<file path="src/rtl/sseg_pkg.sv">
// Shared seven-segment types and constants for the display arbiter and its helpers.
package sseg_pkg;

  localparam int unsigned NUM_DIGITS = 4;
  localparam int unsigned NUM_REQ    = 2;

  typedef logic [7:0] sseg_t;
  typedef sseg_t [NUM_DIGITS-1:0] sseg_digits_t;

  localparam sseg_t        SSEG_BLANK   = 8'hFF;
  localparam sseg_digits_t DIGITS_BLANK = {NUM_DIGITS{SSEG_BLANK}};

  typedef enum logic {ST_IDLE, ST_OWN} disp_arb_state_t;

  // Hold counter width: enough for 0..n, never narrower than one bit.
  function automatic int unsigned hold_width(input int unsigned n);
    int unsigned w;
    w = $clog2(n + 1);
    return (w < 1) ? 1 : w;
  endfunction

endpackage

</file>
<file path="src/rtl/sseg_disp_arbiter_if.sv">
// Requester/display-mux side signals of the seven-segment display arbiter.
interface sseg_disp_arbiter_if
  import sseg_pkg::*;
();
  logic [NUM_REQ-1:0] i_req;
  sseg_digits_t       i_data0_n;
  sseg_digits_t       i_data1_n;
  logic [NUM_REQ-1:0] o_gnt;
  sseg_digits_t       o_digits_n;
  logic               o_busy;

  modport master (
    output i_req, i_data0_n, i_data1_n,
    input  o_gnt, o_digits_n, o_busy
  );

  modport slave (
    input  i_req, i_data0_n, i_data1_n,
    output o_gnt, o_digits_n, o_busy
  );
endinterface

</file>
<file path="src/rtl/sseg_tick_gen.sv">
// Free-running slow tick: one-clock pulse every 2^TICK_N clocks.
module sseg_tick_gen #(
  parameter int unsigned TICK_N = 20
) (
  input  logic i_clk,
  input  logic i_reset,
  output logic o_tick
);

  localparam logic [TICK_N-1:0] CNT_PRE = ~TICK_N'(1);

  logic [TICK_N-1:0] r_cnt;
  logic              r_tick;

  // Tick is registered one count early so it is high exactly while the counter is all ones.
  always_ff @(posedge i_clk or posedge i_reset) begin
    if (i_reset) begin
      r_cnt  <= '0;
      r_tick <= 1'b0;
    end else begin
      r_cnt  <= r_cnt + TICK_N'(1);
      r_tick <= (r_cnt == CNT_PRE);
    end
  end

  assign o_tick = r_tick;

endmodule

</file>
<file path="src/rtl/sseg_disp_arbiter.sv">
// Two-requester round-robin owner of the 4-digit display with a minimum hold time in slow ticks.
module sseg_disp_arbiter
  import sseg_pkg::*;
#(
  parameter int unsigned TICK_N     = 20,
  parameter int unsigned HOLD_TICKS = 50
) (
  input logic                i_clk,
  input logic                i_reset,
  sseg_disp_arbiter_if.slave bus
);

  localparam int unsigned         HOLD_W   = hold_width(HOLD_TICKS);
  localparam logic [HOLD_W-1:0]   HOLD_MAX = HOLD_W'(HOLD_TICKS);

  disp_arb_state_t    r_state, w_state;
  logic               r_last, w_last;
  logic [HOLD_W-1:0]  r_hold, w_hold;
  logic [NUM_REQ-1:0] r_gnt, w_gnt;
  sseg_digits_t       r_digits, w_digits;
  logic               r_busy, w_busy;

  logic w_tick;
  logic w_grant;
  logic w_sel;

  sseg_tick_gen #(.TICK_N(TICK_N)) u_tick (
    .i_clk   (i_clk),
    .i_reset (i_reset),
    .o_tick  (w_tick)
  );

  always_ff @(posedge i_clk or posedge i_reset) begin
    if (i_reset) begin
      r_state  <= ST_IDLE;
      r_last   <= 1'b1;
      r_hold   <= '0;
      r_gnt    <= '0;
      r_digits <= DIGITS_BLANK;
      r_busy   <= 1'b0;
    end else begin
      r_state  <= w_state;
      r_last   <= w_last;
      r_hold   <= w_hold;
      r_gnt    <= w_gnt;
      r_digits <= w_digits;
      r_busy   <= w_busy;
    end
  end

  // While owned, r_last is the current owner, so no separate owner register is kept.
  always_comb begin
    w_state  = r_state;
    w_last   = r_last;
    w_hold   = r_hold;
    w_gnt    = r_gnt;
    w_digits = r_digits;
    w_busy   = r_busy;
    w_grant  = 1'b0;
    w_sel    = r_last;

    case (r_state)
      ST_IDLE: begin
        w_gnt    = '0;
        w_digits = DIGITS_BLANK;
        w_busy   = 1'b0;
        if (|bus.i_req) begin
          w_grant = 1'b1;
          w_sel   = (&bus.i_req) ? ~r_last : bus.i_req[1];
        end
      end
      ST_OWN: begin
        if (!bus.i_req[r_last]) begin
          w_state  = ST_IDLE;
          w_gnt    = '0;
          w_digits = DIGITS_BLANK;
          w_busy   = 1'b0;
        end else if ((r_hold == HOLD_MAX) && bus.i_req[~r_last]) begin
          w_grant = 1'b1;
          w_sel   = ~r_last;
        end else begin
          w_digits = r_last ? bus.i_data1_n : bus.i_data0_n;
          if (w_tick && (r_hold != HOLD_MAX)) begin
            w_hold = r_hold + HOLD_W'(1);
          end
        end
      end
      default: begin
        w_state  = ST_IDLE;
        w_gnt    = '0;
        w_digits = DIGITS_BLANK;
        w_busy   = 1'b0;
      end
    endcase

    // A new grant clears the hold count; a coincident tick is deliberately dropped.
    if (w_grant) begin
      w_state  = ST_OWN;
      w_last   = w_sel;
      w_hold   = '0;
      w_gnt    = w_sel ? 2'b10 : 2'b01;
      w_busy   = 1'b1;
      w_digits = w_sel ? bus.i_data1_n : bus.i_data0_n;
    end
  end

  assign bus.o_gnt      = r_gnt;
  assign bus.o_digits_n = r_digits;
  assign bus.o_busy     = r_busy;

endmodule

</file>
<file path="src/flat_wrapper.sv">
// flat-port wrapper written by rule: the top's interface ports become plain ports
module sseg_disp_arbiter_flat import sseg_pkg::*;
#(
  parameter int unsigned TICK_N     = 20,
  parameter int unsigned HOLD_TICKS = 50
)
  (i_clk, i_reset, bus_i_req, bus_i_data0_n, bus_i_data1_n, bus_o_gnt, bus_o_digits_n, bus_o_busy);
  sseg_disp_arbiter_if bus_i ();
  input logic i_clk;
  input logic i_reset;
  input wire logic [$bits(bus_i.i_req)-1:0] bus_i_req;
  input wire logic [$bits(bus_i.i_data0_n)-1:0] bus_i_data0_n;
  input wire logic [$bits(bus_i.i_data1_n)-1:0] bus_i_data1_n;
  output wire logic [$bits(bus_i.o_gnt)-1:0] bus_o_gnt;
  output wire logic [$bits(bus_i.o_digits_n)-1:0] bus_o_digits_n;
  output wire logic [$bits(bus_i.o_busy)-1:0] bus_o_busy;
  assign bus_i.i_req = bus_i_req;
  assign bus_i.i_data0_n = bus_i_data0_n;
  assign bus_i.i_data1_n = bus_i_data1_n;
  assign bus_o_gnt = bus_i.o_gnt;
  assign bus_o_digits_n = bus_i.o_digits_n;
  assign bus_o_busy = bus_i.o_busy;
  sseg_disp_arbiter #(.TICK_N(TICK_N), .HOLD_TICKS(HOLD_TICKS)) u_core (.i_clk(i_clk), .i_reset(i_reset), .bus(bus_i));
endmodule
</file>
<file path="config.mk">
export PLATFORM = sky130hd
export DESIGN_NAME = sseg_disp_arbiter_flat
export DESIGN_NICKNAME = d
export VERILOG_FILES = /design/src/rtl/sseg_pkg.sv /design/src/rtl/sseg_disp_arbiter_if.sv /design/src/rtl/sseg_tick_gen.sv /design/src/rtl/sseg_disp_arbiter.sv /design/src/flat_wrapper.sv
export SDC_FILE = /design/constraint.sdc
export NUM_CORES = 1
export LEC_CHECK = 0
export CAP_MARGIN = 10
export CELL_PAD_IN_SITES_DETAIL_PLACEMENT = 1
export CELL_PAD_IN_SITES_GLOBAL_PLACEMENT = 2
export CORE_MARGIN = 4
export CORE_UTILIZATION = 31
export CTS_BUF_LIST = sky130_fd_sc_hd__clkbuf_8
export DETAILED_ROUTE_END_ITERATION = 16
export PLACE_DENSITY = 0.92
export SYNTH_ARGS = -nofsm -noshare
export SYNTH_HDL_FRONTEND = slang
export SYNTH_SLANG_ARGS = --single-unit
export TNS_END_PERCENT = 1
</file>
<file path="constraint.sdc">
create_clock -name i_clk -period 4.9 [get_ports i_clk]
set_clock_uncertainty 0.2 [all_clocks]
set_input_delay 1.225 -clock i_clk [delete_from_list [all_inputs] [get_ports i_clk]]
set_output_delay 1.225 -clock i_clk [all_outputs]
set_load 0.005 [all_outputs]
</file>
Yosys cells after proc, flatten, opt, wreduce, memory -nomap -nowiden
Index checks and enable logic that the tools add are counted.
Storage, ports and cells
  register bits: 64
  logic and storage cells: 65
Cells by class
  $add $sub $neg: 2
  order comparisons: 2
  equal/unequal tests: 6
  multiplexer cells: 34
  bitwise operators: 2
  reductions and logical operators: 8
Operators with widths (count)
  two-way mux 32 bit: 5
  case mux 32 bit (2 select lines): 1
  two-way mux 6 bit: 5
  adder 20 x 1 -> 20 bit (second input constant): 1
  == test 20 bit (second input constant): 1
  two-way mux 1 bit: 16
  adder 6 x 1 -> 6 bit (second input constant): 1
  == test 6 bit (second input constant): 1
  two-way mux 2 bit: 3
  != test 6 bit (second input constant): 1
  case mux 1 bit (2 select lines): 3
  nonzero test 2 bit: 3
  < comparator 1 x 2 -> 1 bit (second input constant): 2
  != test 4 bit (second input constant): 1
  case mux 2 bit (2 select lines): 1
  AND reduction 4 bit: 1
  != test 3 bit (second input constant): 1
  logical AND 1 bit: 2
  != test 2 x 1 -> 1 bit (second input constant): 1
  NOT 1 bit: 2
  AND reduction 2 bit: 1
  OR reduction 2 bit: 1

Longest topological paths before layout
  depth in word-level cells: 9
  depth in mapped cells: 8
  gate-level depth less buffers: 6

Modules after synthesis
From an unflattened synthesis, not the netlist that was laid out.
Unflattened totals
  cell total of the unflattened synthesis: 222
  area, all modules: 2811.4 sq um
By module, submodules not included
  sseg_disp_arbiter: instances 1, cells each 145, area each 1873.0 sq um
  sseg_tick_gen: instances 1, cells each 77, area each 938.4 sq um

Worst setup path after synthesis
Ideal clock, no wire load.
  path kind: input to register
  start point: input port bus_i_req[0]
  end point: register u_core.r_hold[5]
  data arrival time: 2.288 ns
  required time: 4.622 ns
  setup slack: 2.334 ns
  stages: 5
  buffers on the path: 1
  cell sequence: buf_2 -> mux2i_1 -> nor4_2 -> or3b_1 -> a21oi_1
On the way
  cells in the longest elaborated chain, start to end: 8
  elaborated cells between the ends (all ways): 16
  those cells by class: 1 x eq/ne; 9 x mux; 6 x reduce/logical
Ends and longest elaborated chain
  start: declaration: RTL line flat_wrapper.sv:11  | input wire logic [$bits(bus_i.i_req)-1:0] bus_i_req;
  two-way mux 1 bit (implied by the code) (2 in series): RTL line sseg_disp_arbiter.sv:78  | end else if ((r_hold == HOLD_MAX) && bus.i_req[~r_last]) begin
  logical AND 1 bit: RTL line sseg_disp_arbiter.sv:78
  two-way mux 1 bit: RTL line sseg_disp_arbiter.sv:78
  two-way mux 1 bit: RTL line sseg_disp_arbiter.sv:73  | if (!bus.i_req[r_last]) begin
  case mux 1 bit (2 select lines): RTL line sseg_disp_arbiter.sv:62  | case (r_state)
  != test 2 x 1 -> 1 bit (no source line) or nonzero test 2 bit (tied branches)
  AND reduction 4 bit (no source line)
  end signal: assignment: RTL line sseg_disp_arbiter.sv:44  | r_hold <= w_hold;
  end: declaration: RTL line sseg_disp_arbiter.sv:18  | logic [HOLD_W-1:0] r_hold, w_hold;
Several ways; a longest one is shown, not always the timed one. The select of a mux whose other input is x is not followed.
A chain may end at the register's enable or synchronous reset.

Final worst setup path
  start point: input port bus_i_req[0]
  end point: register u_core.r_digits, in the netlist u_core.bus.o_digits_n[26]
On the way
  cells in the longest elaborated chain, start to end: 8
  elaborated cells between the ends (all ways): 21
  those cells by class: 1 x eq/ne; 17 x mux; 3 x reduce/logical
Ends and longest elaborated chain
  two-way mux 1 bit (implied by the code) (2 in series): RTL line sseg_disp_arbiter.sv:78
  logical AND 1 bit: RTL line sseg_disp_arbiter.sv:78
  two-way mux 1 bit: RTL line sseg_disp_arbiter.sv:78
  two-way mux 1 bit: RTL line sseg_disp_arbiter.sv:73
  case mux 1 bit (2 select lines): RTL line sseg_disp_arbiter.sv:62
  two-way mux 32 bit: RTL line sseg_disp_arbiter.sv:103  | w_digits = w_sel ? bus.i_data1_n : bus.i_data0_n;
  two-way mux 32 bit: RTL line sseg_disp_arbiter.sv:97  | if (w_grant) begin
  end signal: assignment: RTL line sseg_disp_arbiter.sv:46  | r_digits <= w_digits;
  end: declaration: RTL line sseg_disp_arbiter.sv:20  | sseg_digits_t r_digits, w_digits;
Several ways; a longest one is shown, not always the timed one. The select of a mux whose other input is x is not followed.

==> impl_metrics.yaml <==
drt:
  first_pass_iters: 5
  route.detailed.drc: 0
  totalWireLength_um: 8090
  viasPerCell: 4.97
  drtAntennaViolNets: 0
  wl_per_cell_um: 17.6
  drt_iter0_drc: 81
  num_vias: 2284
global_routing:
  grt_max_degree: 52
  grtUsageTotal_pct: 15.2
  grt.overflow.total: 0
  antenna_found_initial: 0
  grt_pass1_vias: 2575
  grt_pass1_wl_um: 13200
floorplan:
  num_rows: 35
  num_io_pins: 103
  coreArea_sq_um: 9200
  fp.dieW_um: 105
  dieArea_sq_um: 11000
  die_h_um: 105
  start_util_pct: 31.8
worst_setup_path:
  startpoint_type: "primary input"
  crit_type: "in -> reg"
  cp_cell_sequence: "clkdlybuf4s50_1 > inv_1 > o311ai_4 > o311ai_4 > buf_8 > o22a_1"
  cp_slowest_stage_delay_ps: 720
  path_delay_family: "buffers and inverters"
  reg2regPathDepth: 7
  crit_cells: 6
  crit-reg2reg-launch: "u_core.r_hold[0]$_DFFE_PP0P_"
  crit_path_top_delay_cell: "clkdlybuf4s50_1"
  cp.required_ps: 4970
  critical_path_buf_inv_count: 3
  crit_path_frequent_cell: "o311ai_4"
  path_max_fanout: 24
  cp-startpoint: "bus_i_req[0]"
  rr_endpoint: "u_core.bus.o_digits_n[26]$_DFFE_PP1P_"
  crit_end: "u_core.bus.o_digits_n[26]$_DFFE_PP1P_"
  cp_data_arrival_time_ps: 3220
  end_kind: "flip-flop"
  r2r_setup_slack_ps: 2620
timing:
  slew_viol_final: 0
  hold_viol: 0
  worstMarginPinSlew_ps: 1070
  period_needed_ps: 3140
  setup_viol: 0
  fin_tns_setup_ps: 0
  rsz0062_at_grt: "no"
  fin_crit_sh_pct: 64.1
  slew_headroom_pct: 28.5
  max_freq_ghz: 0.318
synthesis:
  avgSynthCellArea_sq_um: 12.3
  synth_warnings: 0
  synthesis.area_sq_um: 2920
  synth_largest_area_cell: "dfstp_2"
  syn_inst: 238
  synth_seq_cells: 64
  synth_cell_type_count: 44
  seq_area_frac_synth_pct: 56.2
  yosysTopAreaCellShare_pct: 29.7
  synth_edf_count: 0
  synth_area_leaders: "dfstp_2 (30%), dfrtp_1 (27%), o22a_1 (8.7%)"
  synth_async_sr_flop_share_pct: 100
  synth_common_cells: "dfstp_2 (33), dfrtp_1 (31), o22a_1 (29)"
  synth_most_common_cell: "dfstp_2"
  synth_fp_nets: 310
  ys.flop_type: "dfstp_2"
layout:
  n_antenna_cell: 0
  nNetsFinal: 416
  fin_cells: 460
  layout-drive-gt1-share_pct: 18.9
  syn_to_final_growth_pct: 46.8
clock_network:
  cts_sinks: 64
  hold_buffers: 0
  cts.root.buffer_cell: "clkbuf_8"
  cts_buffers: 9
  cts_tree: "built"
  clockBufferDepth: 2
  cts-resized-gates: 0
  post_cts_buffers: 0
  cts.clk_slew.worst_paths_ps: 70
  h-tree-depth: 3
  clk_latency_ps: 340
placed_design:
  post-place-cells: 443
  gp_congestion: 0.762
  io_buffers: 102
  post-dp-hpwl_um: 5950
power:
  comb_power_share_pct: 32.0
  vdd_drop_max_v: 0.000191
  pwr-share-clk_pct: 28.7
  power_frac_seq_pct: 39.3
  p_switching_uw: 548
  powerDensity_nw_per_um2: 453
  p_total_uw: 1940
  p_int_uw: 1390
  p_sw_share_pct: 28.2
  leakagePower_uw: 0.00171
worst_hold_path:
  min_path_type: "reg -> reg"
outcome:
  status: "completed"
run:
  cap_violations: 0
==> logic make-up after synthesis <==
logic type	count (synthesis)	share of synthesized area [%]
compound gates	58	17.2
xor+xnor	20	5.99
fa+ha+maj	4	1.71
buf+inv	20	3.51
flops	64	56.2
mux	7	2.48
simple gates	65	12.9
==> per-stage QoR <==
stage               utilization [%]  cell area, sq um  worst slack (ps)  hold slack, ps
floorplan                         -              2920              1930             238
global route                   46.7              4290              1640             305
global placement               43.9              4030              1120             256
CTS                            46.5              4280              1420             282
detailed placement             43.9              4030              1080             265
finish                         46.7              4290              1760             275
==> how the worst min path moves through the flow <==
stage | start | to | slack, ps | cells past startpoint
after detailed placement | u_core.u_tick.r_cnt[16]$_DFF_PP0_ | u_core.u_tick.r_cnt[16]$_DFF_PP0_ | 270 | 1
after CTS | u_core.u_tick.r_cnt[14]$_DFF_PP0_ | u_core.u_tick.r_cnt[14]$_DFF_PP0_ | 280 | 1
after global routing | u_core.u_tick.r_cnt[14]$_DFF_PP0_ | u_core.u_tick.r_cnt[14]$_DFF_PP0_ | 310 | 1
after floorplan | u_core.u_tick.r_cnt[16]$_DFF_PP0_ | u_core.u_tick.r_cnt[16]$_DFF_PP0_ | 240 | 1
after global placement | u_core.u_tick.r_cnt[16]$_DFF_PP0_ | u_core.u_tick.r_cnt[16]$_DFF_PP0_ | 260 | 1
final | u_core.u_tick.r_cnt[16]$_DFF_PP0_ | u_core.u_tick.r_cnt[16]$_DFF_PP0_ | 280 | 1
==> area by class of cell <==
type / instances / area, sq um
fill: 987 / 4910
sequential: 64 / 1640
multi-input combinational: 154 / 1180
timing repair buffer: 105 / 1050
tap: 111 / 139
clock buffer: 9 / 124
clock inverter: 7 / 119
inverter: 10 / 37.5
==> power by group through the flow <==
stage,clock network (uW),registers [uW],logic [uW]
final,557,764,621
after global routing,593,781,676
after CTS,570,766,625
after detailed placement,0,775,619
after global placement,0,767,607
after floorplan,0,756,313
==> routing by layer <==
metal,routed length [um],vias up,global-route usage (%)
met1,3230,1122,16.8
met2,4340,61,27.6
li1,-,1088,-
met4,128,0,4.59
met5,0,-,0
met3,393,13,4.88
==> flip-flops by register name, summed over array words and instances (netlist names) <==
| signal | flops |
|---|---|
| u_core.u_tick.o_tick | 1 |
| u_core.bus.o_digits_n | 32 |
| u_core.u_tick.r_cnt | 20 |
| u_core.r_hold | 6 |
| u_core.r_state | 1 |
| u_core.bus.o_gnt | 2 |
| u_core.bus.o_busy | 1 |
| u_core.r_last | 1 |
==> cells in the final DEF (no fill, tap or decap), types with 5 or more instances in the layout <==
master           instances
a21oi_1                  8
xnor2_1                 16
and4_1                   5
clkbuf_8                 9
clkdlybuf4s50_1        102
o21ai_0                  5
dfrtp_1                 31
nand2_1                 17
mux2i_1                  5
nor2_1                  12
dfstp_2                 33
nand3_1                 10
o22a_1                  29
inv_1                    9
(Power assumes the default switching activity.)
